**src/rtl/mem_port_arbiter_if.sv**
```systemverilog
// rtl/mem_port_arbiter_if.sv - requester and memory-side signal bundle for mem_port_arbiter
interface mem_port_arbiter_if #(
  parameter int ADDR_W = 32,
  parameter int DATA_W = 32
);
  logic                  if_req;
  logic                  if_gnt;
  logic [ADDR_W-1:0]     if_addr;
  logic                  if_rvalid;
  logic [DATA_W-1:0]     if_rdata;

  logic                  ls_req;
  logic                  ls_gnt;
  logic [ADDR_W-1:0]     ls_addr;
  logic                  ls_we;
  logic [DATA_W/8-1:0]   ls_be;
  logic [DATA_W-1:0]     ls_wdata;
  logic                  ls_rvalid;
  logic [DATA_W-1:0]     ls_rdata;

  logic                  mem_req;
  logic                  mem_gnt;
  logic [ADDR_W-1:0]     mem_addr;
  logic                  mem_we;
  logic [DATA_W/8-1:0]   mem_be;
  logic [DATA_W-1:0]     mem_wdata;
  logic                  mem_rvalid;
  logic [DATA_W-1:0]     mem_rdata;

  // master: the arbiter itself; slave: the core wrapper and memory around it
  modport master (
    input  if_req, if_addr,
    input  ls_req, ls_addr, ls_we, ls_be, ls_wdata,
    input  mem_gnt, mem_rvalid, mem_rdata,
    output if_gnt, if_rvalid, if_rdata,
    output ls_gnt, ls_rvalid, ls_rdata,
    output mem_req, mem_addr, mem_we, mem_be, mem_wdata
  );

  modport slave (
    output if_req, if_addr,
    output ls_req, ls_addr, ls_we, ls_be, ls_wdata,
    output mem_gnt, mem_rvalid, mem_rdata,
    input  if_gnt, if_rvalid, if_rdata,
    input  ls_gnt, ls_rvalid, ls_rdata,
    input  mem_req, mem_addr, mem_we, mem_be, mem_wdata
  );
endinterface

```
**src/rtl/mem_port_arbiter.sv**
```systemverilog
// rtl/mem_port_arbiter.sv - round-robin IF/LS arbiter onto one memory port with in-order response routing
module mem_port_arbiter #(
  parameter int ADDR_W          = 32,
  parameter int DATA_W          = 32,
  parameter int MAX_OUTSTANDING = 2
) (
  input  logic               clk,
  input  logic               rst,
  mem_port_arbiter_if.master bus,
  output logic               err
);
  localparam int CNT_W = $clog2(MAX_OUTSTANDING) + 1;
  localparam int PTR_W = (MAX_OUTSTANDING > 1) ? $clog2(MAX_OUTSTANDING) : 1;
  localparam int BE_W  = DATA_W / 8;

  logic [MAX_OUTSTANDING-1:0] fifo_q, fifo_d;
  logic [PTR_W-1:0]           wptr_q, wptr_d;
  logic [PTR_W-1:0]           rptr_q, rptr_d;
  logic [CNT_W-1:0]           count_q, count_d;
  logic                       rr_prio_q, rr_prio_d;
  logic                       lock_q, lock_d;
  logic                       lock_id_q, lock_id_d;
  logic                       err_q, err_d;

  logic              full;
  logic              lock_hold;
  logic              sel;
  logic              sel_req;
  logic              req_out;
  logic              accept;
  logic              pop;
  logic              head;
  logic [ADDR_W-1:0] addr_mux;
  logic              we_mux;
  logic [BE_W-1:0]   be_mux;
  logic [DATA_W-1:0] wdata_mux;

  function automatic logic [PTR_W-1:0] ptr_inc(input logic [PTR_W-1:0] p);
    return (p == PTR_W'(MAX_OUTSTANDING - 1)) ? '0 : p + PTR_W'(1);
  endfunction

  // Selection: lock wins while the locked requester still asserts req, then rr_prio on contention.
  always_comb begin
    full      = (count_q == CNT_W'(MAX_OUTSTANDING));
    lock_hold = lock_q && (lock_id_q ? bus.ls_req : bus.if_req);
    if (lock_hold) begin
      sel = lock_id_q;
    end else if (bus.if_req && bus.ls_req) begin
      sel = rr_prio_q;
    end else begin
      sel = bus.ls_req;
    end
    sel_req = sel ? bus.ls_req : bus.if_req;
    req_out = !rst && !full && sel_req;
    accept  = req_out && bus.mem_gnt;
    head    = fifo_q[rptr_q];
    pop     = !rst && bus.mem_rvalid && (count_q != '0);
  end

  always_comb begin
    addr_mux  = bus.if_addr;
    we_mux    = 1'b0;
    be_mux    = '1;
    wdata_mux = '0;
    if (sel) begin
      addr_mux  = bus.ls_addr;
      we_mux    = bus.ls_we;
      be_mux    = bus.ls_be;
      wdata_mux = bus.ls_wdata;
    end
  end

  // A pop never frees a slot for a same-cycle push: req_out looks only at count_q.
  always_comb begin
    fifo_d    = fifo_q;
    wptr_d    = wptr_q;
    rptr_d    = rptr_q;
    rr_prio_d = rr_prio_q;
    lock_d    = lock_q;
    lock_id_d = lock_id_q;
    err_d     = err_q;
    if (accept) begin
      fifo_d[wptr_q] = sel;
      wptr_d         = ptr_inc(wptr_q);
      rr_prio_d      = ~sel;
      lock_d         = 1'b0;
    end else if (req_out) begin
      lock_d    = 1'b1;
      lock_id_d = sel;
    end
    if (pop) begin
      rptr_d = ptr_inc(rptr_q);
    end
    count_d = count_q + {{(CNT_W-1){1'b0}}, accept} - {{(CNT_W-1){1'b0}}, pop};
    if (bus.mem_rvalid && (count_q == '0)) begin
      err_d = 1'b1;
    end
  end

  always_ff @(posedge clk) begin
    if (rst) begin
      fifo_q    <= '0;
      wptr_q    <= '0;
      rptr_q    <= '0;
      count_q   <= '0;
      rr_prio_q <= 1'b0;
      lock_q    <= 1'b0;
      lock_id_q <= 1'b0;
      err_q     <= 1'b0;
    end else begin
      fifo_q    <= fifo_d;
      wptr_q    <= wptr_d;
      rptr_q    <= rptr_d;
      count_q   <= count_d;
      rr_prio_q <= rr_prio_d;
      lock_q    <= lock_d;
      lock_id_q <= lock_id_d;
      err_q     <= err_d;
    end
  end

  assign bus.mem_req   = req_out;
  assign bus.mem_addr  = addr_mux;
  assign bus.mem_we    = we_mux;
  assign bus.mem_be    = be_mux;
  assign bus.mem_wdata = wdata_mux;
  assign bus.if_gnt    = accept && !sel;
  assign bus.ls_gnt    = accept && sel;
  assign bus.if_rvalid = pop && !head;
  assign bus.ls_rvalid = pop && head;
  assign bus.if_rdata  = bus.mem_rdata;
  assign bus.ls_rdata  = bus.mem_rdata;
  assign err           = err_q && !rst;
endmodule

```
**src/flat_wrapper.sv**
```systemverilog
// flat-port wrapper written by rule: the top's interface ports become plain ports
module mem_port_arbiter_flat 
#(
  parameter int ADDR_W          = 32,
  parameter int DATA_W          = 32,
  parameter int MAX_OUTSTANDING = 2
)
  (clk, rst, err, bus_if_req, bus_if_addr, bus_ls_req, bus_ls_addr, bus_ls_we, bus_ls_be, bus_ls_wdata, bus_mem_gnt, bus_mem_rvalid, bus_mem_rdata, bus_if_gnt, bus_if_rvalid, bus_if_rdata, bus_ls_gnt, bus_ls_rvalid, bus_ls_rdata, bus_mem_req, bus_mem_addr, bus_mem_we, bus_mem_be, bus_mem_wdata);
  mem_port_arbiter_if #(.ADDR_W(ADDR_W), .DATA_W(DATA_W)) bus_i ();
  input  logic clk;
  input  logic rst;
  output logic err;
  input wire logic [$bits(bus_i.if_req)-1:0] bus_if_req;
  input wire logic [$bits(bus_i.if_addr)-1:0] bus_if_addr;
  input wire logic [$bits(bus_i.ls_req)-1:0] bus_ls_req;
  input wire logic [$bits(bus_i.ls_addr)-1:0] bus_ls_addr;
  input wire logic [$bits(bus_i.ls_we)-1:0] bus_ls_we;
  input wire logic [$bits(bus_i.ls_be)-1:0] bus_ls_be;
  input wire logic [$bits(bus_i.ls_wdata)-1:0] bus_ls_wdata;
  input wire logic [$bits(bus_i.mem_gnt)-1:0] bus_mem_gnt;
  input wire logic [$bits(bus_i.mem_rvalid)-1:0] bus_mem_rvalid;
  input wire logic [$bits(bus_i.mem_rdata)-1:0] bus_mem_rdata;
  output wire logic [$bits(bus_i.if_gnt)-1:0] bus_if_gnt;
  output wire logic [$bits(bus_i.if_rvalid)-1:0] bus_if_rvalid;
  output wire logic [$bits(bus_i.if_rdata)-1:0] bus_if_rdata;
  output wire logic [$bits(bus_i.ls_gnt)-1:0] bus_ls_gnt;
  output wire logic [$bits(bus_i.ls_rvalid)-1:0] bus_ls_rvalid;
  output wire logic [$bits(bus_i.ls_rdata)-1:0] bus_ls_rdata;
  output wire logic [$bits(bus_i.mem_req)-1:0] bus_mem_req;
  output wire logic [$bits(bus_i.mem_addr)-1:0] bus_mem_addr;
  output wire logic [$bits(bus_i.mem_we)-1:0] bus_mem_we;
  output wire logic [$bits(bus_i.mem_be)-1:0] bus_mem_be;
  output wire logic [$bits(bus_i.mem_wdata)-1:0] bus_mem_wdata;
  assign bus_i.if_req = bus_if_req;
  assign bus_i.if_addr = bus_if_addr;
  assign bus_i.ls_req = bus_ls_req;
  assign bus_i.ls_addr = bus_ls_addr;
  assign bus_i.ls_we = bus_ls_we;
  assign bus_i.ls_be = bus_ls_be;
  assign bus_i.ls_wdata = bus_ls_wdata;
  assign bus_i.mem_gnt = bus_mem_gnt;
  assign bus_i.mem_rvalid = bus_mem_rvalid;
  assign bus_i.mem_rdata = bus_mem_rdata;
  assign bus_if_gnt = bus_i.if_gnt;
  assign bus_if_rvalid = bus_i.if_rvalid;
  assign bus_if_rdata = bus_i.if_rdata;
  assign bus_ls_gnt = bus_i.ls_gnt;
  assign bus_ls_rvalid = bus_i.ls_rvalid;
  assign bus_ls_rdata = bus_i.ls_rdata;
  assign bus_mem_req = bus_i.mem_req;
  assign bus_mem_addr = bus_i.mem_addr;
  assign bus_mem_we = bus_i.mem_we;
  assign bus_mem_be = bus_i.mem_be;
  assign bus_mem_wdata = bus_i.mem_wdata;
  mem_port_arbiter #(.ADDR_W(ADDR_W), .DATA_W(DATA_W), .MAX_OUTSTANDING(MAX_OUTSTANDING)) u_core (.clk(clk), .rst(rst), .bus(bus_i), .err(err));
endmodule
```
**config.mk**
```make
export PLATFORM = sky130hd
export DESIGN_NAME = mem_port_arbiter_flat
export DESIGN_NICKNAME = d
export VERILOG_FILES = /design/src/rtl/mem_port_arbiter_if.sv /design/src/rtl/mem_port_arbiter.sv /design/src/flat_wrapper.sv
export SDC_FILE = /design/constraint.sdc
export NUM_CORES = 1
export LEC_CHECK = 0
export CORE_AREA = 2 2 107 109
export CTS_BUF_LIST = sky130_fd_sc_hd__clkbuf_8
export CTS_CLUSTER_DIAMETER = 200
export DETAILED_ROUTE_END_ITERATION = 6
export DIE_AREA = 0 0 109 111
export GPL_ROUTABILITY_DRIVEN = 0
export HOLD_SLACK_MARGIN = 0.02
export MAX_ROUTING_LAYER = met4
export PLACE_DENSITY = 0.57
export REMOVE_ABC_BUFFERS = 1
export SYNTH_ARGS = -nofsm -noshare
export SYNTH_HDL_FRONTEND = slang
export SYNTH_SLANG_ARGS = --single-unit
```
**constraint.sdc**
```tcl
create_clock -name clk -period 2.2 [get_ports clk]
set_input_delay 0.22 -clock clk [delete_from_list [all_inputs] [get_ports clk]]
set_output_delay 0.22 -clock clk [all_outputs]
set_load 0.1 [all_outputs]
```
==> Word-level counts from Yosys, hierarchy flattened <==
Cells that the tools add are included.
{ "classes": {"addsub": 4, "mul": 0, "div_mod_pow": 0, "n_lt_le_gt_ge": 3, "n_eq_ne": 1, "n_shift": 0, "muxes": 15, "bitwise_logic": 2, "reduce_logical": 22} }
{ "op_table": {"columns": ["op", "n"], "rows": [
  ["$mux 32", 2],
  ["$logic_and 1x1->1", 14],
  ["$mux 1", 10],
  ["$logic_not 1->1", 4],
  ["$lt 1x2->1 const B", 2],
  ["$mux 4", 1],
  ["$add 1x1->1 const B", 2],
  ["$add 2x1->2", 1],
  ["$bwmux 2", 1],
  ["$eq 2x2->1 const B", 1],
  ["$logic_not 2->1", 1],
  ["$not 1->1", 2],
  ["$reduce_and 2->1", 1],
  ["$reduce_bool 2->1", 1],
  ["$reduce_or 2->1", 1],
  ["$sub 2x1->2", 1],
  ["$demux 1 s1", 1],
  ["$ge 1x1->1 const B", 1]
]} }
{ "word_totals": {"register_bits": 10, "latchBits": 0, "mem_bits_rw": 0, "romBits": 0, "input_bits": 139, "out_inout_bits": 139, "word_cells": 55, "n_memories": 0} }

==> Depth between registers and ports, before layout <==
{ "depth": {"ltp_word": 8, "ltp_mapped": 6, "mapped_depth_nobuf": 6} }

==> Least setup slack after synthesis <==
OpenSTA, ideal clock, no wires.
{ "synth_timing": {"path_type": "register to output", "from": "register u_core.lock_q", "to": "output port bus_ls_gnt", "arrival_ps": 3180, "required_ps": 1980, "setup_slack_ps": -1200, "path_stages_with_launch": 6, "n_path_buf": 2, "path_cell_list": "dfxtp_1 mux2i_1 a21boi_1 buf_4 clkbuf_2 nor3b_1"} }
{ "synth_between": {"elab_chain_len": 6} }
{ "synth_rtl": {"columns": ["item", "line_no", "source"], "rows": [
  ["start, declared", "mem_port_arbiter.sv:21", "logic lock_q, lock_d;"],
  ["start signal, assigned", "mem_port_arbiter.sv:116", "lock_q <= lock_d;"],
  ["$logic_and 1x1->1 *", "mem_port_arbiter.sv:45", "lock_hold = lock_q && (lock_id_q ? bus.ls_req : bus.if_req);"],
  ["$mux 1 *", "mem_port_arbiter.sv:46", "if (lock_hold) begin"],
  ["$mux 1", "mem_port_arbiter.sv:53", "sel_req = sel ? bus.ls_req : bus.if_req;"],
  ["$logic_and 1x1->1", "mem_port_arbiter.sv:54", "req_out = !rst && !full && sel_req;"],
  ["$logic_and 1x1->1", "mem_port_arbiter.sv:55", "accept = req_out && bus.mem_gnt;"],
  ["$logic_and 1x1->1 *", "mem_port_arbiter.sv:128", "assign bus.ls_gnt = accept && sel;"],
  ["end, declared", "flat_wrapper.sv:26", "output wire logic [$bits(bus_i.ls_gnt)-1:0] bus_ls_gnt;"]
]} }
Every way passes the cells marked *; elsewhere a longest branch is shown, timed or not.

==> Worst setup path after layout <==
{ "layout_timing": {"from": "input port bus_ls_req", "to": "output port bus_mem_addr[6]"} }
{ "layout_between": {"elab_chain_len": 4, "elab_cells_between_ends": 6, "classes_between": "4 x mux; 2 x reduce/logical"} }
{ "layout_rtl": {"columns": ["item", "line_no", "source"], "rows": [
  ["start, declared", "flat_wrapper.sv:15", "input wire logic [$bits(bus_i.ls_req)-1:0] bus_ls_req;"],
  ["$logic_and 1x1->1 / $mux 1 (equally long branches)", "mem_port_arbiter.sv:48, mem_port_arbiter.sv:45", null],
  ["$mux 1 / $logic_and 1x1->1 (equally long branches)", "mem_port_arbiter.sv:48, mem_port_arbiter.sv:45", null],
  ["$mux 1 *", "mem_port_arbiter.sv:46", null],
  ["$mux 32 *", "mem_port_arbiter.sv:65", "if (sel) begin"],
  ["end, declared", "flat_wrapper.sv:30", "output wire logic [$bits(bus_i.mem_addr)-1:0] bus_mem_addr;"]
]} }
Marks and branches as above.

==> reports/qor.txt <==
Skew final - 3.69 ps
P per Cell Area - 533 nW/um2
Adder-Cell Fraction of Synth Area - 0.758%
Hold_buf cts - 0
FMAX - 0.493 GHz
Routed Antenna Nets - 0
Delay-heaviest family, CP - buffers and inverters
Htree depth - 1
Initial Util - 14.9%
Hold Path Origin - bus_mem_rdata[0]
Die Wd - 109 um
CP max stage delay - 490 ps
Routed via count - 1825
CTS Buf Count - 3
Synthesis Warnings - 0
Measured slew at the worst slew-check pin - 397 ps
CTS Buffer Depth - 2
Cell mode on critical path - buf_12
Detailed-route DRC error count - 0
Synth Cell Area - 1650 um2
Count of state elements after synthesis - 10
Crit path buffers/inverters - 3
Syn_area_per_cell - 8.22 um2
# setup viols final - 0
Synth top area cells - buf_4 30%, mux2_2 23%, and2_1 13%
WP data arrival - 1810 ps
Crit path kind - in -> out
Vias in the first global route - 1974
Die Area - 12100 um2
Area share of the largest cell type after synthesis - 30.0%
Gate power share - 80.7%
Root Buffer Master - clkbuf_8
Reg-to-Reg Start - u_core.count_q[0]
Crit share post-route - 92.1%
Die height - 111 um
Type of the most critical hold path - in -> out
Sink Count - 10
I/O pins - 278
Max_cap viols - 0
Largest family of logic cells by synthesized area - buffers and inverters
Fraction of synthesized cell area in xor and xnor cells - 0.530%
CP Data Required Time - 1980 ps
Detail Placement HPWL - 7720 um
Highest-delay cell along the critical path - clkdlybuf4s50_1
P&R area growth vs syn - 140%
Switching Fraction - 51.9%
Final WL - 8880 um
Gr usage total - 14.5%
Share of cells above drive strength 1 - 38.7%
Compound-Gate Fraction of Synth Area - 6.14%
Worst Setup SP - bus_ls_req
Startpoint types - input port
Core area - 11100 um2
DRT Pass-1 Iters - 4
Post-CTS Resized - 0
Int Power - 1.02 mW
Critical path endpoint category - output pin
Number of setup buffers added after CTS - 0
Synth Area in Simple Gates - 23.6%
Sequential power share - 10.6%
Crit Path Max Fanout - 48
Final Util - 35.8%
Cells after DPL - 455
Final hold vios - 0
Net Sw Power - 1.10 mW
Layout Cells excl Fill - 458
Post-synth top area cell - buf_4
Grt ovf - 0
DRT iter0 DRCs - 84
Post-synth cell types - 35
Antenna diodes - 0
RSZ-0062 raised after global routing - false
Mapped Cells - 201
Sequential-to-total area share from yosys stat - 12.1%
Worst-Skew Late Latency - 230 ps
Post-synthesis mux area share - 23.7%
WL per Instance - 19.4 um
Largest net degree at the start of global routing - 49
Leakage Power - 1.55 nW
CTS tree - yes
Port Buffer Count - 181
Vias per std cell - 3.98
Max-slew violation count - 0
Row cnt - 39
Initial antenna violation count - 0
Outcome - finished clean
Clk pwr share - 8.7%
Final worst path period need - 2030 ps
Worst slew margin - 73.5%
CP Cell Sequence - clkdlybuf4s50_1, a21boi_4, buf_12, mux2_2, buf_12
Hold Slack - 441 ps
Final nets - 457
Power Total - 2.11 mW
First-pass GRT wire length - 12600 um
VDD IR-drop max - 427 uV
## metal layers
metal / up-vias / routed length (um) / share of wire, % / global-route usage (%)
met3: 2 / 1290 / 15 / 9.99
met1: 813 / 3690 / 42 / 18.5
li1: 841 / - / - / -
met4: 0 / 1 / 0.011 / 0.342
met2: 169 / 3900 / 44 / 19.9
met5: - / 0 / 0 / -
## flip-flops by register name (all words and copies together), names as in the netlist
register          count
u_core.lock_id_q      1
u_core.lock_q         1
u_core.err_q          1
u_core.fifo_q         2
u_core.rptr_q         1
u_core.wptr_q         1
u_core.rr_prio_q      1
u_core.count_q        2
## synth_stat cells, drive strengths merged
library cell  number
inv                3
nor3b              1
a21oi              4
o21ai              2
and2              35
or2                1
nand3              2
or3                1
nor4               2
nand4              1
a311oi             1
o31ai              1
nor2b              2
nand2b             6
mux2              33
o31a               1
or4                1
a31oi              1
a32o               3
clkbuf             5
and4               1
nor3               5
dfxtp             10
buf               69
nor2               5
ha                 1
a21boi             1
mux2i              2
xnor2              1
## cell type report
| class | instances | area [um2] |
|---|---|---|
| flip-flops and latches | 10 | 200 |
| clock buffers | 3 | 41.3 |
| well taps | 143 | 179 |
| multi-input cells | 114 | 915 |
| fillers | 1101 | 7110 |
| inverters | 3 | 11.3 |
| repair buffers | 185 | 2620 |
## worst paths after layout
| path | depth (start not counted) | slack, ps | to |
|---|---|---|---|
| worst min register to register | 2 | 460 | u_core.err_q |
| worst min-delay path | 0 | 440 | bus_ls_rdata[0] |
| worst max register to register | 5 | 270 | u_core.count_q[1] |
| worst max-delay path | 5 | 170 | bus_mem_addr[6] |
## power groups by stage
stage                     logic, mW  clock network (mW)  registers (mW)
after floorplan               0.995                   0           0.224
after global placement         1.70                   0           0.226
after detailed placement       1.71                   0           0.227
after CTS                      1.72               0.191           0.224
after global routing           1.76               0.202           0.228
final                          1.71               0.184           0.224
## cell usage in the layout (no fill, tap or decap), types with 3 or more instances in the layout
master and n:
nor3_1 5, buf_12 77, and2_1 35, a21oi_1 4, clkbuf_8 3, nand2b_1 6, nor2_1 5, mux2_2 33
dfxtp_1 10, clkdlybuf4s50_1 106
## cell families after synthesis
kind of cell,Yosys count
buf+inv,77
mux,35
compound gates,14
flops,10
simple gates,63
xor+xnor,1
fa+ha+maj,1
## per-stage QoR
stage | TNS, ps | area, um2 | setup slack (ps)
after floorplan | -149750 | 1110 | -3310
after global placement | 0 | 3920 | 83.9
after detailed placement | 0 | 3920 | 85.8
after CTS | 0 | 3960 | 163
after global routing | 0 | 3960 | 108
final | 0 | 3960 | 174
(Power assumes the default switching activity.)
